## src/rtl/chain_mixer_sequencer_pkg.sv

```systemverilog
// Shared definitions for the chain mixer sequencer: FSM state encoding,
// the widened run-command record and the command legality check.
package chain_mixer_pkg;

   localparam int MAX_SW    = 16;
   localparam int MAX_CNT_W = 32;

   typedef enum logic [2:0] {
      IDLE = 3'd0,
      DOSE = 3'd1,
      MIX  = 3'd2,
      XFER = 3'd3,
      DONE = 3'd4
   } seq_state_t;

   typedef struct packed {
      logic [MAX_SW-1:0]    first;
      logic [MAX_SW-1:0]    last;
      logic [MAX_CNT_W-1:0] dose;
      logic [MAX_CNT_W-1:0] mix;
      logic [MAX_CNT_W-1:0] xfer;
   } seq_cmd_t;

   // A run is legal when its stage range is ordered, lies inside the chain
   // and every phase lasts at least one cycle.
   function automatic logic cmd_is_legal(input seq_cmd_t cmd, input logic [31:0] n_stages);
      logic ok;
      if (cmd.first > cmd.last) begin
         ok = 1'b0;
      end else if ({{(32-MAX_SW){1'b0}}, cmd.last} >= n_stages) begin
         ok = 1'b0;
      end else if (cmd.dose == {MAX_CNT_W{1'b0}}) begin
         ok = 1'b0;
      end else if (cmd.mix == {MAX_CNT_W{1'b0}}) begin
         ok = 1'b0;
      end else if (cmd.xfer == {MAX_CNT_W{1'b0}}) begin
         ok = 1'b0;
      end else begin
         ok = 1'b1;
      end
      return ok;
   endfunction

endpackage

```

## src/rtl/chain_mixer_sequencer_if.sv

```systemverilog
// Host command / valve driver bundle of the chain mixer sequencer.
// master = command source and valve driver side, slave = the sequencer.
interface chain_mixer_sequencer_if #(
   parameter int N_STAGES = 128,
   parameter int CNT_W    = 16
);
   localparam int SW = $clog2(N_STAGES);

   logic                cmd_valid;
   logic                cmd_ready;
   logic [SW-1:0]       cmd_first;
   logic [SW-1:0]       cmd_last;
   logic [CNT_W-1:0]    cmd_dose;
   logic [CNT_W-1:0]    cmd_mix;
   logic [CNT_W-1:0]    cmd_xfer;
   logic                abort;
   logic [N_STAGES-1:0] reagent_en;
   logic [N_STAGES-1:0] mix_en;
   logic [N_STAGES-1:0] xfer_en;
   logic                busy;
   logic [SW-1:0]       stage;
   logic                done;
   logic                aborted;
   logic                err;

   modport master (
      output cmd_valid, cmd_first, cmd_last, cmd_dose, cmd_mix, cmd_xfer, abort,
      input  cmd_ready, reagent_en, mix_en, xfer_en, busy, stage, done, aborted, err
   );

   modport slave (
      input  cmd_valid, cmd_first, cmd_last, cmd_dose, cmd_mix, cmd_xfer, abort,
      output cmd_ready, reagent_en, mix_en, xfer_en, busy, stage, done, aborted, err
   );

endinterface

```

## src/rtl/chain_mixer_sequencer_dwell_timer.sv

```systemverilog
// Loadable phase-length down-counter. The count holds the number of cycles
// left in the current phase including the present one, so expiry is flagged
// while the count reads one and a reload can follow with no gap cycle.
module dwell_timer #(
   parameter int CNT_W = 16
) (
   input  logic             clk,
   input  logic             rst_n,
   input  logic             load,
   input  logic             en,
   input  logic [CNT_W-1:0] load_val,
   output logic             expired
);
   logic [CNT_W-1:0] count_q;
   logic [CNT_W-1:0] count_d;

   // Reload has priority; decrement never goes below zero.
   always_comb begin
      count_d = count_q;
      if (load) begin
         count_d = load_val;
      end else if (en && (count_q != {CNT_W{1'b0}})) begin
         count_d = count_q - {{(CNT_W-1){1'b0}}, 1'b1};
      end else begin
         count_d = count_q;
      end
   end

   // Count register.
   always_ff @(posedge clk or negedge rst_n) begin
      if (!rst_n) begin
         count_q <= {CNT_W{1'b0}};
      end else begin
         count_q <= count_d;
      end
   end

   assign expired = (count_q == {{(CNT_W-1){1'b0}}, 1'b1});

endmodule

```

## src/rtl/chain_mixer_sequencer.sv

```systemverilog
// Timing controller for a chain of two-input mixers. Steps a contiguous
// stage range through reagent dose, mix and transfer phases. All outputs
// except cmd_ready are registered from the next-state values, so they line
// up with the state they describe.
module chain_mixer_sequencer #(
   parameter int N_STAGES = 128,
   parameter int CNT_W    = 16
) (
   input logic                    clk,
   input logic                    rst_n,
   chain_mixer_sequencer_if.slave bus
);
   import chain_mixer_pkg::*;

   localparam int SW = $clog2(N_STAGES);

   seq_state_t          state_q, state_d;
   logic [SW-1:0]       stage_q, stage_d;
   logic [SW-1:0]       last_q, last_d;
   logic [CNT_W-1:0]    dose_q, dose_d;
   logic [CNT_W-1:0]    mix_q, mix_d;
   logic [CNT_W-1:0]    xfer_q, xfer_d;
   logic [N_STAGES-1:0] reagent_en_q, reagent_en_d;
   logic [N_STAGES-1:0] mix_en_q, mix_en_d;
   logic [N_STAGES-1:0] xfer_en_q, xfer_en_d;
   logic                busy_q, busy_d;
   logic                done_q, done_d;
   logic                aborted_q, aborted_d;
   logic                err_q, err_d;

   seq_cmd_t            cmd_s;
   logic                legal_s;
   logic                accept_s;
   logic                active_s;
   logic                tmr_load_s;
   logic                tmr_en_s;
   logic [CNT_W-1:0]    tmr_val_s;
   logic                tmr_expired_s;

   function automatic logic [N_STAGES-1:0] stage_onehot(input logic [SW-1:0] idx);
      return {{(N_STAGES-1){1'b0}}, 1'b1} << idx;
   endfunction

   dwell_timer #(.CNT_W(CNT_W)) u_timer (
      .clk      (clk),
      .rst_n    (rst_n),
      .load     (tmr_load_s),
      .en       (tmr_en_s),
      .load_val (tmr_val_s),
      .expired  (tmr_expired_s)
   );

   assign bus.cmd_ready = (state_q == IDLE) && !bus.abort;
   assign accept_s      = bus.cmd_valid && bus.cmd_ready;
   assign legal_s       = cmd_is_legal(cmd_s, N_STAGES);
   assign active_s      = (state_q == DOSE) || (state_q == MIX) || (state_q == XFER);

   // Widen the offered command into the package record for the legality check.
   always_comb begin
      cmd_s       = {$bits(seq_cmd_t){1'b0}};
      cmd_s.first = MAX_SW'(bus.cmd_first);
      cmd_s.last  = MAX_SW'(bus.cmd_last);
      cmd_s.dose  = MAX_CNT_W'(bus.cmd_dose);
      cmd_s.mix   = MAX_CNT_W'(bus.cmd_mix);
      cmd_s.xfer  = MAX_CNT_W'(bus.cmd_xfer);
   end

   // Next-state logic: phase sequencing, stage stepping and timer reloads.
   always_comb begin
      state_d    = state_q;
      stage_d    = stage_q;
      last_d     = last_q;
      dose_d     = dose_q;
      mix_d      = mix_q;
      xfer_d     = xfer_q;
      tmr_load_s = 1'b0;
      tmr_en_s   = 1'b0;
      tmr_val_s  = dose_q;
      case (state_q)
         IDLE: begin
            if (accept_s && legal_s) begin
               state_d    = DOSE;
               stage_d    = bus.cmd_first;
               last_d     = bus.cmd_last;
               dose_d     = bus.cmd_dose;
               mix_d      = bus.cmd_mix;
               xfer_d     = bus.cmd_xfer;
               tmr_load_s = 1'b1;
               tmr_val_s  = bus.cmd_dose;
            end else begin
               stage_d = {SW{1'b0}};
            end
         end
         DOSE: begin
            if (bus.abort) begin
               state_d = IDLE;
               stage_d = {SW{1'b0}};
            end else if (tmr_expired_s) begin
               state_d    = MIX;
               tmr_load_s = 1'b1;
               tmr_val_s  = mix_q;
            end else begin
               tmr_en_s = 1'b1;
            end
         end
         MIX: begin
            if (bus.abort) begin
               state_d = IDLE;
               stage_d = {SW{1'b0}};
            end else if (tmr_expired_s) begin
               state_d    = XFER;
               tmr_load_s = 1'b1;
               tmr_val_s  = xfer_q;
            end else begin
               tmr_en_s = 1'b1;
            end
         end
         XFER: begin
            if (bus.abort) begin
               state_d = IDLE;
               stage_d = {SW{1'b0}};
            end else if (tmr_expired_s) begin
               if (stage_q == last_q) begin
                  state_d = DONE;
               end else begin
                  state_d    = DOSE;
                  stage_d    = stage_q + {{(SW-1){1'b0}}, 1'b1};
                  tmr_load_s = 1'b1;
                  tmr_val_s  = dose_q;
               end
            end else begin
               tmr_en_s = 1'b1;
            end
         end
         DONE: begin
            state_d = IDLE;
            stage_d = {SW{1'b0}};
         end
         default: begin
            state_d = IDLE;
            stage_d = {SW{1'b0}};
         end
      endcase
   end

   // Output decode from the next state so the registered outputs match it.
   always_comb begin
      reagent_en_d = {N_STAGES{1'b0}};
      mix_en_d     = {N_STAGES{1'b0}};
      xfer_en_d    = {N_STAGES{1'b0}};
      case (state_d)
         DOSE:    reagent_en_d = stage_onehot(stage_d);
         MIX:     mix_en_d     = stage_onehot(stage_d);
         XFER:    xfer_en_d    = stage_onehot(stage_d);
         default: reagent_en_d = {N_STAGES{1'b0}};
      endcase
      busy_d    = (state_d == DOSE) || (state_d == MIX) || (state_d == XFER);
      done_d    = (state_d == DONE);
      aborted_d = active_s && bus.abort;
      err_d     = accept_s && !legal_s;
   end

   // State, stage and latched command registers.
   always_ff @(posedge clk or negedge rst_n) begin
      if (!rst_n) begin
         state_q <= IDLE;
         stage_q <= {SW{1'b0}};
         last_q  <= {SW{1'b0}};
         dose_q  <= {CNT_W{1'b0}};
         mix_q   <= {CNT_W{1'b0}};
         xfer_q  <= {CNT_W{1'b0}};
      end else begin
         state_q <= state_d;
         stage_q <= stage_d;
         last_q  <= last_d;
         dose_q  <= dose_d;
         mix_q   <= mix_d;
         xfer_q  <= xfer_d;
      end
   end

   // Registered valve enables and status pulses.
   always_ff @(posedge clk or negedge rst_n) begin
      if (!rst_n) begin
         reagent_en_q <= {N_STAGES{1'b0}};
         mix_en_q     <= {N_STAGES{1'b0}};
         xfer_en_q    <= {N_STAGES{1'b0}};
         busy_q       <= 1'b0;
         done_q       <= 1'b0;
         aborted_q    <= 1'b0;
         err_q        <= 1'b0;
      end else begin
         reagent_en_q <= reagent_en_d;
         mix_en_q     <= mix_en_d;
         xfer_en_q    <= xfer_en_d;
         busy_q       <= busy_d;
         done_q       <= done_d;
         aborted_q    <= aborted_d;
         err_q        <= err_d;
      end
   end

   assign bus.reagent_en = reagent_en_q;
   assign bus.mix_en     = mix_en_q;
   assign bus.xfer_en    = xfer_en_q;
   assign bus.busy       = busy_q;
   assign bus.stage      = stage_q;
   assign bus.done       = done_q;
   assign bus.aborted    = aborted_q;
   assign bus.err        = err_q;

endmodule

```

## src/flat_wrapper.sv

```systemverilog
// flat-port wrapper written by rule: the top's interface ports become plain ports
module chain_mixer_sequencer_flat import chain_mixer_pkg::*;
#(
   parameter int N_STAGES = 128,
   parameter int CNT_W    = 16
)
  (clk, rst_n, bus_cmd_valid, bus_cmd_first, bus_cmd_last, bus_cmd_dose, bus_cmd_mix, bus_cmd_xfer, bus_abort, bus_cmd_ready, bus_reagent_en, bus_mix_en, bus_xfer_en, bus_busy, bus_stage, bus_done, bus_aborted, bus_err);
  chain_mixer_sequencer_if #(.N_STAGES(N_STAGES), .CNT_W(CNT_W)) bus_i ();
  input logic clk;
  input logic rst_n;
  input wire logic [$bits(bus_i.cmd_valid)-1:0] bus_cmd_valid;
  input wire logic [$bits(bus_i.cmd_first)-1:0] bus_cmd_first;
  input wire logic [$bits(bus_i.cmd_last)-1:0] bus_cmd_last;
  input wire logic [$bits(bus_i.cmd_dose)-1:0] bus_cmd_dose;
  input wire logic [$bits(bus_i.cmd_mix)-1:0] bus_cmd_mix;
  input wire logic [$bits(bus_i.cmd_xfer)-1:0] bus_cmd_xfer;
  input wire logic [$bits(bus_i.abort)-1:0] bus_abort;
  output wire logic [$bits(bus_i.cmd_ready)-1:0] bus_cmd_ready;
  output wire logic [$bits(bus_i.reagent_en)-1:0] bus_reagent_en;
  output wire logic [$bits(bus_i.mix_en)-1:0] bus_mix_en;
  output wire logic [$bits(bus_i.xfer_en)-1:0] bus_xfer_en;
  output wire logic [$bits(bus_i.busy)-1:0] bus_busy;
  output wire logic [$bits(bus_i.stage)-1:0] bus_stage;
  output wire logic [$bits(bus_i.done)-1:0] bus_done;
  output wire logic [$bits(bus_i.aborted)-1:0] bus_aborted;
  output wire logic [$bits(bus_i.err)-1:0] bus_err;
  assign bus_i.cmd_valid = bus_cmd_valid;
  assign bus_i.cmd_first = bus_cmd_first;
  assign bus_i.cmd_last = bus_cmd_last;
  assign bus_i.cmd_dose = bus_cmd_dose;
  assign bus_i.cmd_mix = bus_cmd_mix;
  assign bus_i.cmd_xfer = bus_cmd_xfer;
  assign bus_i.abort = bus_abort;
  assign bus_cmd_ready = bus_i.cmd_ready;
  assign bus_reagent_en = bus_i.reagent_en;
  assign bus_mix_en = bus_i.mix_en;
  assign bus_xfer_en = bus_i.xfer_en;
  assign bus_busy = bus_i.busy;
  assign bus_stage = bus_i.stage;
  assign bus_done = bus_i.done;
  assign bus_aborted = bus_i.aborted;
  assign bus_err = bus_i.err;
  chain_mixer_sequencer #(.N_STAGES(N_STAGES), .CNT_W(CNT_W)) u_core (.clk(clk), .rst_n(rst_n), .bus(bus_i));
endmodule
```

## config.mk

```make
export PLATFORM = sky130hd
export DESIGN_NAME = chain_mixer_sequencer_flat
export DESIGN_NICKNAME = d
export VERILOG_FILES = /design/src/rtl/chain_mixer_sequencer_pkg.sv /design/src/rtl/chain_mixer_sequencer_if.sv /design/src/rtl/chain_mixer_sequencer_dwell_timer.sv /design/src/rtl/chain_mixer_sequencer.sv /design/src/flat_wrapper.sv
export SDC_FILE = /design/constraint.sdc
export NUM_CORES = 1
export LEC_CHECK = 0
export ABC_AREA = 1
export ABC_CLOCK_PERIOD_IN_PS = 2800
export BUFFER_PORTS_ARGS = -buffer_cell sky130_fd_sc_hd__buf_2
export CORE_ASPECT_RATIO = 0.9
export CORE_MARGIN = 1.5
export CORE_UTILIZATION = 49
export CTS_BUF_LIST = sky130_fd_sc_hd__clkbuf_8
export CTS_CLUSTER_DIAMETER = 80
export DETAILED_ROUTE_END_ITERATION = 10
export HOLD_SLACK_MARGIN = 0.03
export PLACE_DENSITY = 0.86
export SLEW_MARGIN = 20
export SYNTH_ARGS = -nofsm -noshare
export SYNTH_HDL_FRONTEND = slang
export SYNTH_HIERARCHICAL = 1
export SYNTH_SLANG_ARGS = --single-unit
```

## constraint.sdc

```tcl
create_clock -name clk -period 2.8 [get_ports clk]
set_input_delay 0 -clock clk [delete_from_list [all_inputs] [get_ports clk]]
set_output_delay 0 -clock clk [all_outputs]
set_load 0.01 [all_outputs]
```

* Word-level counts from Yosys, hierarchy flattened
Index checks and enable logic that the tools add are counted.
** Operators by class
- Reductions and logical operators :: 21
- Equal/unequal tests :: 9
- Multiplexer cells :: 41
- $lt $le $gt $ge :: 2
- Shift-type cells :: 1
- Add/sub/neg operators :: 2
** Operator list (count)
- 128-bit two-way mux :: 3
- 1-bit by 7-bit << shifter with 128-bit output (first input constant) :: 1
- 16-bit two-way mux :: 7
- 32-bit logical NOT :: 3
- 16-bit case mux with 3 select lines :: 1
- 7-bit two-way mux :: 5
- 3-bit two-way mux :: 8
- 7-bit case mux with 3 select lines :: 1
- 16-bit by 1-bit == test with 1-bit output (second input constant) :: 1
- 16-bit nonzero test :: 1
- 16-bit by 1-bit subtractor with 16-bit output (second input constant) :: 1
- 1-bit two-way mux :: 14
- 3-bit by 2-bit == test with 1-bit output (second input constant) :: 4
- 3-bit case mux with 4 select lines :: 1
- 7-bit by 8-bit >= comparator with 1-bit output (second input constant) :: 1
- 7-bit by 1-bit adder with 7-bit output (second input constant) :: 1
- 7-bit == test :: 1
- 7-bit greater-than comparator :: 1
- 3-bit by 1-bit == test with 1-bit output (second input constant) :: 2
- 1-bit logical AND :: 6
- 1-bit logical OR :: 4
- 3-bit == test (second input constant) :: 1
- 3-bit logical NOT :: 1
- 1-bit case mux with 3 select lines :: 1
- 5 further kinds :: 6
** Storage, ports and cells
- Output and inout port bits :: 396
- Register bits :: 469
- Input port bits :: 66

* Logic depth before layout (Yosys ltp)
Gate-level depths: netlist (run 1).
- Depth in word-level cells :: 12
- Gate-level depth with buffers :: 21

* Modules after synthesis
Netlist (run 1), hierarchy kept.
** Modules (own cells, without submodules)
- chain_mixer_sequencer :: instances 1, seq. area each 11335.9 um2, area each 16612.2 um2, cells each 1543
- dwell_timer :: instances 1, seq. area each 400.4 um2, area each 1249.9 um2, cells each 177

* Worst setup path before layout (run 1)
No wires, ideal clock.
- Kind :: reg-to-reg
- From :: reg u_core.u_timer.count_q[1]
- To :: reg u_core.u_timer.count_q[10]
- Buffers on the path :: 4
- Stages on the path, launching flop included :: 16
- Arrival :: 2688 ps
- Setup slack :: -11 ps
- Path through :: dfrtp_1 inv_1 ha_1 nand2_1 nor4_1 buf_2 inv_1 nor2_1 clkbuf_1 nand2_1 o211ai_1 buf_2 clkinv_1 clkbuf_1 nand3_1 nand3_2
** Between the ends
- Elaborated cells on any way between the ends :: 20
** RTL lines
- from (decl) :: line chain_mixer_sequencer_dwell_timer.sv:14 : logic [CNT_W-1:0] count_q;
- from (signal assigned) :: line chain_mixer_sequencer_dwell_timer.sv:32 : count_q <= {CNT_W{1'b0}};
- from (signal assigned) :: line chain_mixer_sequencer_dwell_timer.sv:34 : count_q <= count_d;
- 16-bit by 1-bit == test with 1-bit output * :: line chain_mixer_sequencer_dwell_timer.sv:38 : assign expired = (count_q == {{(CNT_W-1){1'b0}}, 1'b1});
- via u_core.tmr_expired_s :: line chain_mixer_sequencer.sv:38 : logic tmr_expired_s;
- 1-bit two-way mux, on equally long branches :: line chain_mixer_sequencer.sv:122, chain_mixer_sequencer.sv:98, chain_mixer_sequencer.sv:110
- 1-bit two-way mux, on equally long branches :: line chain_mixer_sequencer.sv:119, chain_mixer_sequencer.sv:95
- 1-bit case mux with 3 select lines * :: line chain_mixer_sequencer.sv:79 : case (state_q)
- via u_core.tmr_load_s :: line chain_mixer_sequencer.sv:35 : logic tmr_load_s;
- 16-bit two-way mux / 2-bit nonzero test (equally long branches)
Mark *: on every way through the listed nets, which the timed path passes. The rest lies on a longest branch. The select of a mux whose other input is x is not followed.
A chain may end at the register's enable or synchronous reset.

* Worst setup path after layout (run 1)
- From :: reg u_core.stage_q[3], in the netlist u_core/bus.stage[3]
- To :: reg u_core.mix_en_q[107], in the netlist u_core/bus.mix_en[107]
** Between the ends
- Cells in the longest elaborated chain, start to end :: 7
- Elaborated cells on any way between the ends :: 14
** RTL lines
- from (decl) :: line chain_mixer_sequencer.sv:18 : logic [SW-1:0] stage_q, stage_d;
- from (signal assigned) :: line chain_mixer_sequencer.sv:167 : stage_q <= {SW{1'b0}};
- from (signal assigned) :: line chain_mixer_sequencer.sv:174 : stage_q <= stage_d;
- 7-bit by 1-bit adder with 7-bit output / 7-bit == test (equally long branches) :: line chain_mixer_sequencer.sv:127, chain_mixer_sequencer.sv:123
- 7-bit two-way mux / 3-bit two-way mux (equally long branches) :: line chain_mixer_sequencer.sv:123 : if (stage_q == last_q) begin
- 7-bit two-way mux / 3-bit two-way mux (equally long branches) :: line chain_mixer_sequencer.sv:122 : end else if (tmr_expired_s) begin
- 7-bit two-way mux / 3-bit two-way mux (equally long branches) :: line chain_mixer_sequencer.sv:119 : if (bus.abort) begin
- 7-bit case mux with 3 select lines / 3-bit case mux with 4 select lines (equally long branches) :: line chain_mixer_sequencer.sv:79
- 1-bit by 7-bit << shifter with 128-bit output / 3-bit by 2-bit == test with 1-bit output (equally long branches) :: line chain_mixer_sequencer.sv:41, chain_mixer_sequencer.sv:151
- 128-bit two-way mux * :: line chain_mixer_sequencer.sv:151 : case (state_d)
- via u_core.mix_en_d[107] :: line chain_mixer_sequencer.sv:24 : logic [N_STAGES-1:0] mix_en_q, mix_en_d;
- to (signal assigned) :: line chain_mixer_sequencer.sv:186 : mix_en_q <= {N_STAGES{1'b0}};
- to (signal assigned) :: line chain_mixer_sequencer.sv:194 : mix_en_q <= mix_en_d;
- to (decl) :: line chain_mixer_sequencer.sv:24
Mark *: on every way through the listed nets, which the timed path passes. The rest lies on a longest branch.

==> run metrics, run 1 <==
detailed placement HPWL 40590 microns; vias per inst 5.988; buffering stage count on the worst path with inverters included 4; clock tree skew after final layout 34.95 ps; critical path, cell by cell inv_1 -> nand2_1 -> nand2_1 -> nand2_1 -> nor2_4 -> nand2_2 -> nand2_1 -> o21ai_0 -> nand2_1 -> o21ai_2 -> nor2_1 -> nor2_4 -> buf_4 -> clkbuf_16 -> buf_16 -> nor3_1; Placed Cells incl. Taps 2647; register bit total from synthesis 469; H-tree levels 3; clock latency of the later-clocked register in the worst-skew pair 640 ps; fraction of the yosys area taken by sequential cells 65.70%; Die ar. 37610 sq um; buffers from clock root to sink, at most 3; number of synthesized flops with an enable pin 0; # Max-Cap Violations 0; Hold Fails Final Rpt 0; summed instance area of the synthesized netlist 17860 sq um; core region area 36000 sq um; register clock-pin slew on the reported worst setup and hold paths 80 ps; total vias in the final route 17340; initial core utilization 49.61%; top area cells in the synthesized netlist dfrtp_1, nor2_1, nand2_1; remaining number of nets flagged by the antenna check after routing 0; total number of nets in the final design 2443; clock tree from TritonCTS built; setup TNS -1596 ps; setup slack after layout -179.7 ps; die outline width 204.3 microns; row count 66; Port Buffers 461; number of antenna violations at the first check in global routing 0; library cell contributing the largest single delay on the critical path dfrtp_2; logic depth of the worst path, buffers included 16; Post-Syn Nets 1796; fmax 335.6 MHz; number of cells in the finished layout apart from fillers 2895; wire length per cell after detailed routing 24.69 microns; Sinks on Clock Net 469; worst slew pin tran 589.0 ps; total power per unit cell area 647.8 nW/um^2; Synth Flop Type dfrtp_1; Synth top area share 65.70%; failing checks negative setup slack; leakage 12.97 nW; total wire length 71480 microns; startpoint of the lowest-slack register-to-register path u_core/bus.stage[3]$_DFF_PN0_; fill count 2306; First-pass DRT Iterations 6; root buffer selected by CTS clkbuf_8; depth of the worst register-to-register path 16; post-route clock period utilization 106.4%; unrepaired setup endpoints after global routing yes; Post-route DRC 0; FF-to-FF setup slack -180 ps; worst IR drop on VDD 0.5974 mV; via count of the first global-routing pass 16820; total setup violations reported at the end of the flow 31; category of the most critical setup path flip-flop to flip-flop; biggest cell delay along the critical path 480 ps; commonest non-fill, non-tap cell in the layout dfrtp_1; dominant cell type by count on the critical path nand2_1; largest net degree at the start of global routing 75; minimum clock period after layout 2980 ps; first-pass GRT wire length 96830 microns; largest fanout on the critical path 21; end of the worst register-to-register path u_core/bus.mix_en[107]$_DFF_PN0_; Yosys top cell by area dfrtp_1; detailed router's first-iteration violation count 2036; count of boundary I/O pins 462; GR Util All Layers 34.27%; arrival time reported for the critical path endpoint 3460 ps; count of unique library cells instantiated by Yosys 38; synthesis warning total 6; Top delay family on crit path simple AND/OR/NAND/NOR gates; proportion of register bits with asynchronous set or reset after synthesis 100.0%; worst max-slew margin expressed relative to the limit 60.73%; Congestion Overflow GR 0; endpoint kind of the worst setup timing path flip-flop; required time at the worst-slack endpoint 3280 ps; type of the worst min-delay path input port to async pin; number of buffers created by CTS 74; kind of start point of the critical path flip-flop; P&R area growth vs syn 38.57%; count of mapped cells out of synthesis 1720; Slew Limit Fails 0; commonest cells after routing, fill and taps aside dfrtp_1, buf_2, nor2_1, nand2_1, nand4_1; mean post-synth cell area 10.38 sq um; result of the run finished, violations left; global placer's final weighted congestion 0.9051; fraction of layout cells with a size suffix above 1 37.92%; Tot Pwr 16.03 mW; die extent in y 184.1 microns
-- cell type report --
class | instances | area [sq um] | area share, %
antenna | 1 | 2.502 | 0.01011
clock inverter | 38 | 230.2 | 0.9301
tap | 476 | 595.6 | 2.406
clock buffer | 89 | 1225 | 4.949
timing repair buffer | 682 | 4750 | 19.19
sequential | 469 | 11740 | 47.45
multi-input combinational | 1090 | 6015 | 24.30
inverter | 50 | 190.2 | 0.7684
-- metal layers --
metal	global-route usage [%]	routed length [microns]	share of wire, %
met2	53.82	32670	46
met4	22.12	6277	8.8
met1	40.60	23950	34
met3	11.32	8586	12
met5	0	0	0
-- state kept, by name, summed over array words and instances, names as in the netlist, 3 cells and up --
name,cells
u_core/bus.xfer_en,128
u_core/u_timer/count_q,16
u_core/dose_q,16
u_core/xfer_q,16
u_core/last_q,7
u_core/bus.mix_en,128
u_core/state_q,3
u_core/bus.reagent_en,128
u_core/mix_q,16
u_core/bus.stage,7
-- where the power goes --
part | internal (mW) | switching (mW)
Clock | 3.07 | 2.87
Sequential | 7.15 | 0.332
Combinational | 1.04 | 1.57
-- worst register-to-register path, cell delays in order, from the launching register on --
cell,delay (ps)
dfrtp_2,480
inv_1,130
nand2_1,60
nand2_1,50
nand2_1,80
nor2_4,180
nand2_2,150
nand2_1,120
o21ai_0,110
nand2_1,120
o21ai_2,100
nor2_1,190
nor2_4,80
buf_4,160
clkbuf_16,200
buf_16,190
nor3_1,430
-- timing repair --
item,in CTS,in global routing
setup endpoints to repair,286,400
buffers inserted,15,26
pin swaps,15,32
gates cloned,2,6
hold buffers,71,0
gates resized for setup,18,111
hold endpoints to repair,542,0
-- kinds of logic (layout without fill, tap and decap cells) --
| kind of cell | after synthesis | count (layout) | synth area share, % |
|---|---|---|---|
| AO/OA/AOI/OAI | 36 | 36 | 1.198 |
| XOR/XNOR | 12 | 12 | 0.5885 |
| adder cells (fa/ha/maj) | 10 | 10 | 0.7005 |
| buffers and inverters | 162 | 859 | 3.839 |
| flip-flops | 469 | 469 | 65.70 |
| multiplexers | 48 | 48 | 3.026 |
| other | 0 | 1 | 0 |
| AND/OR/NAND/NOR | 983 | 984 | 24.94 |
-- worst max-delay path by stage --
stage                                          start  slack (ps)                                endpoint
6_report               u_core/bus.stage[3]$_DFF_PN0_        -180        u_core/bus.mix_en[107]$_DFF_PN0_
5_1_grt                u_core/bus.stage[3]$_DFF_PN0_        -360        u_core/bus.xfer_en[75]$_DFF_PN0_
4_1_cts                u_core/bus.stage[2]$_DFF_PN0_           4     u_core/bus.reagent_en[32]$_DFF_PN0_
3_5_place_dp   u_core/u_timer/count_q[9]$_DFFE_PN0P_        -180         u_core/bus.mix_en[42]$_DFF_PN0_
3_3_place_gp   u_core/u_timer/count_q[9]$_DFFE_PN0P_        -160    u_core/bus.reagent_en[120]$_DFF_PN0_
2_1_floorplan            u_core/state_q[0]$_DFF_PN0_          40  u_core/u_timer/count_q[10]$_DFFE_PN0P_
-- through the flow --
step	hold slack, ps	area [sq um]	utilization [%]	setup slack [ps]
after detailed placement	36.43	21480	59.67	-177.2
after floorplan	-295.6	17860	-	35.25
final	65.73	24750	68.74	-179.7
after global routing	64.30	24750	68.74	-360.8
after global placement	34.81	21480	59.67	-156.3
after CTS	46.21	23920	66.43	3.546
-- cells in the mapped netlist (15+ instances only) --
cell type	count
mux2_2	48
dfrtp_1	469
nand2_1	275
o21ai_0	17
buf_2	32
nand3_1	64
inv_1	41
nor2_1	368
clkbuf_1	59
nand4_1	122
buf_1	15
nor3_1	98
Note: power is estimated with default switching activity, not from simulation.
==> run 2, diff against run 1 <==
--- a/config.mk
+++ b/config.mk
@@ -10,12 +10,12 @@
 export BUFFER_PORTS_ARGS = -buffer_cell sky130_fd_sc_hd__buf_2
 export CORE_ASPECT_RATIO = 0.9
 export CORE_MARGIN = 1.5
-export CORE_UTILIZATION = 49
-export CTS_BUF_LIST = sky130_fd_sc_hd__clkbuf_8
+export CORE_UTILIZATION = 48
+export CTS_BUF_LIST = sky130_fd_sc_hd__clkbuf_16
 export CTS_CLUSTER_DIAMETER = 80
 export DETAILED_ROUTE_END_ITERATION = 10
 export HOLD_SLACK_MARGIN = 0.03
-export PLACE_DENSITY = 0.86
+export PLACE_DENSITY = 0.84
 export SLEW_MARGIN = 20
 export SYNTH_ARGS = -nofsm -noshare
 export SYNTH_HDL_FRONTEND = slang
==> run metrics, run 2 (same netlist as run 1, synthesis figures left out) <==
Placed Cells incl. Taps 2666 (+0.72%); register clock-pin slew on the reported worst setup and hold paths 60 ps (-20 ps); required time at the worst-slack endpoint 3300 ps (+20 ps); worst IR drop on VDD 0.5768 mV (-3.4%); fraction of layout cells with a size suffix above 1 36.42% (-1.5 points); type of the worst min-delay path input port to async pin; clock tree from TritonCTS built; share of the core filled with cells in the final layout 67.66% (-1.1 points); antenna diode count 0 (-1); total wire length 62750 microns (-12%); core region area 36420 sq um (+1.1%); commonest non-fill, non-tap cell in the layout dfrtp_1; largest net degree at the start of global routing 115 (+53%); end of the worst register-to-register path u_core/bus.reagent_en[113]$_DFF_PN0_; global placer's final weighted congestion 0.9543 (+5.4%); First-pass DRT Iterations 6 (unchanged); depth of the worst register-to-register path 14 (-2); total vias in the final route 16150 (-6.8%); detailed router's first-iteration violation count 1577 (-23%); count of boundary I/O pins 462 (unchanged); GR Util All Layers 31.06% (-3.2 points); number of antenna violations at the first check in global routing 1 (+1); remaining number of nets flagged by the antenna check after routing 0 (unchanged); vias per inst 5.659 (-5.5%); via count of the first global-routing pass 15530 (-7.7%); clock latency of the later-clocked register in the worst-skew pair 590 ps (-50 ps); startpoint of the lowest-slack register-to-register path u_core/u_timer/count_q[7]$_DFFE_PN0P_; buffers from clock root to sink, at most 3 (unchanged); clock tree skew after final layout 23.18 ps (-11.77 ps); Post-Place Worst Slack -42.24 ps (+134.9 ps); # Max-Cap Violations 0 (unchanged); setup slack after layout 29.57 ps (+209.2 ps); initial core utilization 49.05% (-0.56 points); die extent in y 186.0 microns (+1.0%); Post-route DRC 0 (unchanged); kind of start point of the critical path flip-flop; total number of nets in the final design 2420 (-0.94%); total power per unit cell area 641.0 nW/um^2 (-1.0%); unrepaired setup endpoints after global routing yes; number of buffers created by CTS 46 (-38%); Die ar. 38380 sq um (+2.0%); post-route clock period utilization 98.94% (-7.5 points); row count 66 (unchanged); Tot Pwr 15.80 mW (-1.5%); root buffer selected by CTS clkbuf_16; P&R area growth vs syn 37.94%; leakage 12.84 nW (-0.97%); minimum clock period after layout 2770 ps (-209.2 ps); largest fanout on the critical path 6 (-71%); H-tree levels 2 (-1); die outline width 206.3 microns (+1.0%); endpoint kind of the worst setup timing path flip-flop; result of the run finished clean; arrival time reported for the critical path endpoint 3270 ps (-190 ps); worst slew pin tran 975.4 ps (+386.5 ps); number of cells in the finished layout apart from fillers 2854 (-1.4%); worst max-slew margin expressed relative to the limit 34.97% (-26 points); detailed placement HPWL 39550 microns (-2.6%); category of the most critical setup path flip-flop to flip-flop; Port Buffers 461 (unchanged); first-pass GRT wire length 89970 microns (-7.1%); Slew Limit Fails 0 (unchanged); FF-to-FF setup slack 30 ps (+210 ps); fill count 2512 (+8.9%); total setup violations reported at the end of the flow 0 (-100%); commonest cells after routing, fill and taps aside dfrtp_1, buf_2, nor2_1, nand2_1, nand4_1; fmax 361.0 MHz (+7.6%); Sinks on Clock Net 469 (unchanged); wire length per cell after detailed routing 21.99 microns (-11%); Congestion Overflow GR 0 (unchanged); Hold Fails Final Rpt 0 (unchanged)
run 2: worst max-delay path: stages, from the launching register on:
cell     delay, ps
dfrtp_2        440
nor2_4         150
nand2_4         80
nor4_4         340
buf_4          220
nand2_1        120
nand2_1        100
nand3_1        140
nand3_4        150
nand3_1        170
nor2_4         170
buf_12         150
buf_12         110
nand4_1        170
nor2_1         170
run 2: worst max path at each step:
stage                                                      start                                endpoint  slack (ps)  cells past startpoint
after floorplan                      u_core/state_q[0]$_DFF_PN0_  u_core/u_timer/count_q[10]$_DFFE_PN0P_          40                     13
after global routing       u_core/u_timer/count_q[8]$_DFFE_PN0P_         u_core/bus.mix_en[41]$_DFF_PN0_         -70                     14
after global placement    u_core/u_timer/count_q[11]$_DFFE_PN0P_         u_core/bus.xfer_en[7]$_DFF_PN0_          20                     15
final                      u_core/u_timer/count_q[7]$_DFFE_PN0P_    u_core/bus.reagent_en[113]$_DFF_PN0_          30                     14
after CTS                          u_core/bus.stage[3]$_DFF_PN0_        u_core/bus.xfer_en[20]$_DFF_PN0_         -20                     17
after detailed placement           u_core/bus.stage[3]$_DFF_PN0_     u_core/bus.reagent_en[12]$_DFF_PN0_         -40                     14
run 2: stage by stage:
stage                     hold WS [ps]  instance area, sq um  TNS (ps)
after floorplan                 -295.6                 17860         0
after global placement           116.3                 21650         0
after detailed placement         135.0                 21650    -272.6
after CTS                        120.0                 23730    -22.71
after global routing             171.5                 24640     -2386
final                            83.85                 24640         0
run 2: report_power, final:
group | internal, mW | switching [mW]
Sequential | 7.15 | 0.327
Combinational | 1.00 | 1.50
Clock | 3.18 | 2.63
run 2: final cells by class:
| type | count | area, sq um | share of cell area (%) |
|---|---|---|---|
| Sequential cell | 469 | 11740 | 47.66 |
| Multi-Input combinational cell | 1090 | 5898 | 23.94 |
| Inverter | 50 | 187.7 | 0.7617 |
| Tap cell | 476 | 595.6 | 2.417 |
| Clock inverter | 36 | 250.2 | 1.016 |
| Clock buffer | 46 | 1151 | 4.672 |
| Timing Repair Buffer | 687 | 4815 | 19.54 |
run 2: repair_timing:
action / 4_1_cts / 5_1_grt
cloned: 1 / 9
hold buffers: 61 / 0
gates resized for setup: 6 / 101
endpoints found under the setup margin: 65 / 399
pin swaps: 3 / 28
endpoints found under the hold margin: 173 / 0
buffers inserted: 4 / 31
run 2: per-layer routing:
metal	global-route usage [%]	routed length [microns]	vias to the layer above
met5	0	11	-
met4	17.97	3989	2
met3	7.738	6381	293
met2	47.34	28740	1142
met1	40.45	23630	7841
li1	-	-	6873
